**src/rtl/issue_stage_pkg.sv**
```systemverilog
// Shared widths, bus layout and mode encoding for the single-entry issue stage.
package issue_stage_pkg;
  localparam int SEL1_WD    = 2;
  localparam int SEL2_WD    = 3;
  localparam int RADDR_WD   = 5;
  localparam int PC_WD      = 32;
  localparam int PAYLOAD_WD = 32;
  localparam int ID_TO_IS_BUS_WD = SEL1_WD + SEL2_WD + 2*RADDR_WD + PC_WD + PAYLOAD_WD;

  // Packed MSB-first, so the LSB-first bus layout reads bottom-up here.
  typedef struct packed {
    logic [PAYLOAD_WD-1:0] payload;
    logic [PC_WD-1:0]      pc;
    logic [RADDR_WD-1:0]   raddr2;
    logic [RADDR_WD-1:0]   raddr1;
    logic [SEL2_WD-1:0]    sel2;
    logic [SEL1_WD-1:0]    sel1;
  } is_bus_t;

  typedef enum logic [1:0] {
    MODE_EMPTY = 2'd0,
    MODE_WAIT  = 2'd1,
    MODE_BLOCK = 2'd2,
    MODE_GO    = 2'd3
  } is_mode_e;
endpackage

```
**src/rtl/issue_stage.sv**
```systemverilog
// Single-entry ID->EXE issue register with valid/allowin handshake and branch flush.
// Optional stall counter enabled by defining ISSUE_STALL_CNT_EN.
module issue_stage
  import issue_stage_pkg::*;
#(
  parameter int STALL_CNT_WD = 32
) (
  input  logic                       clk,
  input  logic                       resetn,
  input  logic                       ID_to_IS_valid,
  output logic                       IS_allowin,
  input  logic [ID_TO_IS_BUS_WD-1:0] ID_to_IS_bus,
  output logic [SEL1_WD-1:0]         sel_alu_bu_src1,
  output logic [SEL2_WD-1:0]         sel_alu_bu_src2,
  output logic [RADDR_WD-1:0]        RegFile_R_addr1,
  output logic [RADDR_WD-1:0]        RegFile_R_addr2,
  input  logic                       src_1_ready,
  input  logic                       src_2_ready,
  input  logic                       EXE_allowin,
  output logic                       IS_to_EXE_valid,
  output logic [ID_TO_IS_BUS_WD-1:0] IS_to_EXE_bus,
`ifdef ISSUE_STALL_CNT_EN
  output logic [STALL_CNT_WD-1:0]    stall_cnt,
`endif
  input  logic                       br_flush
);

  logic    is_valid;
  is_bus_t is_bus;
  logic    ready_go;

  assign ready_go        = src_1_ready & src_2_ready;
  assign IS_allowin      = ~is_valid | (ready_go & EXE_allowin);
  assign IS_to_EXE_valid = is_valid & ready_go & ~br_flush;
  assign IS_to_EXE_bus   = is_bus;

  // Zero selects while empty so WakeUP reports ready and never blocks allowin.
  assign sel_alu_bu_src1 = is_valid ? is_bus.sel1 : '0;
  assign sel_alu_bu_src2 = is_valid ? is_bus.sel2 : '0;
  assign RegFile_R_addr1 = is_bus.raddr1;
  assign RegFile_R_addr2 = is_bus.raddr2;

  always_ff @(posedge clk or negedge resetn) begin
    if (!resetn) begin
      is_valid <= 1'b0;
      is_bus   <= '0;
    end else if (br_flush) begin
      is_valid <= 1'b0;
    end else if (IS_allowin) begin
      is_valid <= ID_to_IS_valid;
      if (ID_to_IS_valid) is_bus <= ID_to_IS_bus;
    end
  end

`ifdef ISSUE_STALL_CNT_EN
  is_mode_e mode;

  always_comb begin
    mode = MODE_EMPTY;
    if (is_valid) begin
      if (!ready_go)        mode = MODE_WAIT;
      else if (EXE_allowin) mode = MODE_GO;
      else                  mode = MODE_BLOCK;
    end
  end

  // Saturating: a long stall should read as "huge", never wrap to small.
  always_ff @(posedge clk or negedge resetn) begin
    if (!resetn)
      stall_cnt <= '0;
    else if ((mode == MODE_WAIT || mode == MODE_BLOCK) && stall_cnt != '1)
      stall_cnt <= stall_cnt + 1'b1;
  end
`endif

endmodule
```
**config.mk**
```make
export PLATFORM = sky130hd
export DESIGN_NAME = issue_stage
export DESIGN_NICKNAME = d
export VERILOG_FILES = /design/src/rtl/issue_stage_pkg.sv /design/src/rtl/issue_stage.sv
export SDC_FILE = /design/constraint.sdc
export NUM_CORES = 1
export LEC_CHECK = 0
export ABC_AREA = 1
export CORE_UTILIZATION = 40
export CTS_BUF_LIST = sky130_fd_sc_hd__clkbuf_4
export DETAILED_ROUTE_END_ITERATION = 12
export HOLD_SLACK_MARGIN = 0.12
export PLACE_DENSITY = 0.83
export SETUP_SLACK_MARGIN = 0.05
export SLEW_MARGIN = 25
export SYNTH_ARGS = -nofsm -noshare
export SYNTH_HDL_FRONTEND = slang
export SYNTH_SLANG_ARGS = --single-unit
```
**constraint.sdc**
```tcl
create_clock -name clk -period 1.4 [get_ports clk]
set_input_delay 0.21 -clock clk [delete_from_list [all_inputs] [get_ports clk]]
set_output_delay 0.21 -clock clk [all_outputs]
set_load 0.005 [all_outputs]
```
# After elaboration in Yosys (flattened, before gate mapping)
# Index checks and enable logic that the tools add are counted.
# word_totals
ff_bits	80
latchBits	0
ram_bits	0
mem_bits_ro	0
in_bits	86
out_inout_bits	96
word_cells	20
n_memories	0
# op_classes
addsub	0
mul	0
n_div	0
n_lt_le_gt_ge	0
eq_ne	0
n_shift	0
muxes	4
bitwise	7
n_reduce_logical	2
# ops
operator	n
$and 1x1->1	4
$mux 3	1
$reduce_and 3->1	1
$mux 1	2
$mux 2	1
$not 1->1	2
$reduce_bool 2->1	1
$or 1x1->1	1

# Depth between registers and ports, before layout
# logic_depth
depth_word	5
depth_mapped	7
mapped_depth_nobuf	5

# Worst setup path after synthesis
# Ideal clock, no wire load.
# synth_timing
kind	register -> register
from	register is_valid
to	register is_bus, in the netlist IS_to_EXE_bus[55]
setup_ns	0.117
t_arrival_ns	1.048
required_time_ns	1.283
path_slack_ns	0.236
stages_incl_launch_ff	8
path_buffers	3
period_less_slack_ns	1.164
path_cell_list	dfrtp_1 buf_2 nand2_4 nand2_2 buf_4 buf_6 nand2_1 nand2_1
# synth_between
elab_chain_len	3
# synth_rtl
element	line_no	source
from (decl)	issue_stage.sv:28	logic is_valid;
from (signal assigned)	issue_stage.sv:50	is_valid <= ID_to_IS_valid;
$not 1->1	issue_stage.sv:33	assign IS_allowin = ~is_valid | (ready_go & EXE_allowin);
$or 1x1->1	issue_stage.sv:33	
$reduce_and 3->1 (no source line)	n/a	
to (signal assigned)	issue_stage.sv:51	if (ID_to_IS_valid) is_bus <= ID_to_IS_bus;
to (decl)	issue_stage.sv:29	is_bus_t is_bus;
# No other way between the ends.
# A chain may end at the register's enable or synchronous reset.

# Worst setup path after layout
# layout_timing
from	register is_valid
to	register is_bus, in the netlist IS_to_EXE_bus[61]
# Same word-level chain as after synthesis.

==> impl_metrics.sql <==
INSERT INTO impl_metrics (metric_group, metric, value, unit) VALUES
('logic_synthesis', 'syn-mean-instance-area', '8.86', 'µm²'),
('routing', 'wl_per_cell', '15.3', 'µm'),
('die', 'rows', '32', ''),
('logic_synthesis', 'dominant_combinational_cell_family_by_area_after_synthesis', 'simple AND/OR/NAND/NOR gates', ''),
('critical_path', 'cp-end-kind', 'flip-flop', ''),
('clock_tree', 'tritoncts_num_sinks', '80', ''),
('sta', 'final_setup_violations', '80', ''),
('routing', 'post-route-drc-count', '0', ''),
('critical_path', 'required', '1.69', 'ns'),
('layout', 'number_of_inserted_diodes', '0', ''),
('layout', 'final_common_cell', 'sky130_fd_sc_hd__nand2_1', ''),
('layout', 'layout.nets', '663', ''),
('sta', 'timing.final.crit_share', '1.06', ''),
('power', 'vdd_ir_drop_max', '0.532', 'mV'),
('global_routing', 'grt.total_usage', '0.234', ''),
('power', 'p_per_area', '1080', 'nW/µm²'),
('sta', 'maxClockFrequency', '0.675', 'GHz'),
('logic_synthesis', 'postSynthNetCount', '456', ''),
('die', 'area_enclosed_by_the_die_boundary', '8560', 'µm²'),
('logic_synthesis', 'syn-instance-count', '370', ''),
('critical_path', 'worst_path_max_fanout', '15', ''),
('layout', 'final_core_utilization', '0.725', ''),
('worst_hold_path', 'min-delay-path-class', 'in -> async', ''),
('clock_tree', 'buffer_type_at_the_clock_tree_root', 'sky130_fd_sc_hd__clkbuf_4', ''),
('place', 'dp_hpwl', '6.61', 'mm'),
('critical_path', 'r2r_start', 'is_valid', ''),
('routing', 'drtPass1Iterations', '4', ''),
('sta', 'clock-skew-final', '0.0162', 'ns'),
('critical_path', 'destination_of_the_worst_register_to_register_timing_path', 'IS_to_EXE_bus[61]', ''),
('power', 'fin_total_pwr', '6.13', 'mW'),
('sta', 'final.setup.worst_slack', '-0.0812', 'ns'),
('logic_synthesis', 'synth_xor_xnor_area_share', '0', ''),
('logic_synthesis', 'synth-warning-count', '0', ''),
('sta', 'grt_setup_unrepaired', 'true', ''),
('layout', 'final_cell_mix', '151 x sky130_fd_sc_hd__nand2_1, 84 x sky130_fd_sc_hd__clkdlybuf4s50_1, 81 x sky130_fd_sc_hd__nand3_1', ''),
('critical_path', 'timing.reg2reg.setup_slack', '-0.08', 'ns'),
('global_routing', 'grt_max_degree', '60', ''),
('logic_synthesis', 'synth_cell_types', '14', ''),
('sta', 'timing_max_transition_violations_final', '0', ''),
('die', 'dieHeight', '92.5', 'µm'),
('logic_synthesis', 'seq_area_frac_synth', '0.611', ''),
('routing', 'antenna_violating_nets_post_route', '0', ''),
('critical_path', 'critical_path_launch_point', 'is_valid', ''),
('routing', 'dr.first_iter.drc_count', '136', ''),
('critical_path', 'path_class', 'reg -> reg', ''),
('die', 'starting_density_of_the_core', '0.420', ''),
('critical_path', 'cp_data_arrival_time', '1.77', 'ns'),
('layout', 'layout-drive-gt1-share', '0.159', ''),
('sta', 'slew_headroom', '0.713', ''),
('clock_tree', 'clock_insertion_delay_worst_skew', '0.40', 'ns'),
('place', 'preCtsSetupSlack', '-0.224', 'ns'),
('status', 'violated_checks', 'setup timing', ''),
('routing', 'via_count', '3297', ''),
('place', 'port_buffers', '181', ''),
('logic_synthesis', 'compound_gate_fraction_of_synth_area', '0.00153', ''),
('power', 'p_leak', '3.04', 'nW'),
('logic_synthesis', 'synth_seq_cells', '80', ''),
('critical_path', 'worst_setup_path_start_kind', 'flip-flop', ''),
('clock_tree', 'clk_pin_slew_worst_paths', '0.13', 'ns'),
('logic_synthesis', 'yosys.area_share.adder', '0', ''),
('status', 'outcome', 'finished, violations left', ''),
('job', 'maxCapViolations', '0', ''),
('critical_path', 'worst_setup_path_end', 'IS_to_EXE_bus[61]', ''),
('die', 'die_x', '92.5', 'µm'),
('clock_tree', 'cts_tree', 'built', ''),
('global_routing', 'gr-total-overflow', '0', ''),
('logic_synthesis', 'synth_simple_gate_area_frac', '0.320', ''),
('routing', 'post_drt_via_cell_ratio', '4.83', ''),
('sta', 'worst_pin_slew', '0.431', 'ns'),
('clock_tree', 'numCtsBuffers', '9', ''),
('global_routing', 'antenna_found_initial', '0', '');
-- sequential cells by signal (all words and copies together), names as in the netlist --
name and count:
is_valid 1, IS_to_EXE_bus 69, RegFile_R_addr2 5, RegFile_R_addr1 5
-- report_power, final --
part	leakage (nW)	total (mW)	internal [mW]	switching [mW]
Clock	0.0791	1.43	0.695	0.739
Sequential	0.987	2.88	2.68	0.207
Combinational	1.97	1.81	1.06	0.753
Total	3.04	6.13	4.43	1.70
-- per-layer routing --
metal | track usage | part of all wire
met5 | 0 | 0
met4 | 0.0885 | 0.019
met3 | 0.0460 | 0.066
met2 | 0.400 | 0.49
met1 | 0.293 | 0.42
-- cell type report --
class                      instances  area [µm²]
fill                             606        2140
timing repair buffer             230        2250
tap                              102         128
multi-input combinational        250        1120
inverter                           6        22.5
clock buffer                       9        67.6
sequential                        80        2000
clock inverter                     5        73.8
-- cells by family (layout without fill, tap and decap cells) --
family / count (synthesis) / in the layout
AO/OA/AOI/OAI: 1 / 1
buffers and inverters: 41 / 250
AND/OR/NAND/NOR: 248 / 249
flip-flops: 80 / 80
-- Yosys cell counts --
| cell type | number | area, µm² |
|---|---|---|
| sky130_fd_sc_hd__dfrtp_1 | 80 | 2000 |
| sky130_fd_sc_hd__buf_6 | 1 | 11.3 |
| sky130_fd_sc_hd__nor2_4 | 1 | 11.3 |
| sky130_fd_sc_hd__buf_1 | 3 | 11.3 |
| sky130_fd_sc_hd__nand2_4 | 1 | 11.3 |
| sky130_fd_sc_hd__nor2_1 | 1 | 3.75 |
| sky130_fd_sc_hd__buf_4 | 13 | 97.6 |
| sky130_fd_sc_hd__buf_2 | 9 | 45.0 |
| sky130_fd_sc_hd__nand2_1 | 163 | 612 |
| sky130_fd_sc_hd__clkbuf_1 | 9 | 33.8 |
| sky130_fd_sc_hd__inv_1 | 6 | 22.5 |
| sky130_fd_sc_hd__nand3_1 | 81 | 405 |
| sky130_fd_sc_hd__nand2_2 | 1 | 6.26 |
| sky130_fd_sc_hd__a21oi_1 | 1 | 5.00 |
-- what timing repair did --
| action | CTS | global route |
|---|---|---|
| hold buffers | 1 | 0 |
| pin swaps | 1 | 1 |
| gates resized for setup | 142 | 26 |
| gates cloned | 0 | 8 |
| setup endpoints to repair | 96 | 101 |
| setup buffers | 24 | 3 |
| hold endpoints to repair | 80 | 0 |
-- how the worst min path moves through the flow --
stage,slack (ns),depth (start not counted),to
floorplan,-0.09,0,IS_to_EXE_bus[0]
global placement,0.20,2,RegFile_R_addr2[0]
detailed placement,0.20,2,RegFile_R_addr2[0]
CTS,0.31,3,IS_to_EXE_bus[18]
global route,0.32,3,RegFile_R_addr1[3]
finish,0.35,3,IS_to_EXE_bus[16]
-- worst max-delay path: stages, from the launching register on --
cell and delay, ns:
sky130_fd_sc_hd__dfrtp_1 0.44, sky130_fd_sc_hd__buf_6 0.14, sky130_fd_sc_hd__buf_6 0.11, sky130_fd_sc_hd__nand2_4 0.07
sky130_fd_sc_hd__buf_4 0.18, sky130_fd_sc_hd__nand2_8 0.11, sky130_fd_sc_hd__clkbuf_16 0.20, sky130_fd_sc_hd__nand2_1 0.06
sky130_fd_sc_hd__nand2_1 0.05
-- through the flow --
stage                     setup TNS, ns  instance area (µm²)  std cells
after floorplan                       0                 3280        370
after global placement            -9.75                 5200        632
after detailed placement         -11.29                 5200        632
after CTS                        -0.276                 5420        671
after global routing              -8.36                 5660        682
final                             -3.84                 5660        682
(Power assumes the default switching activity.)
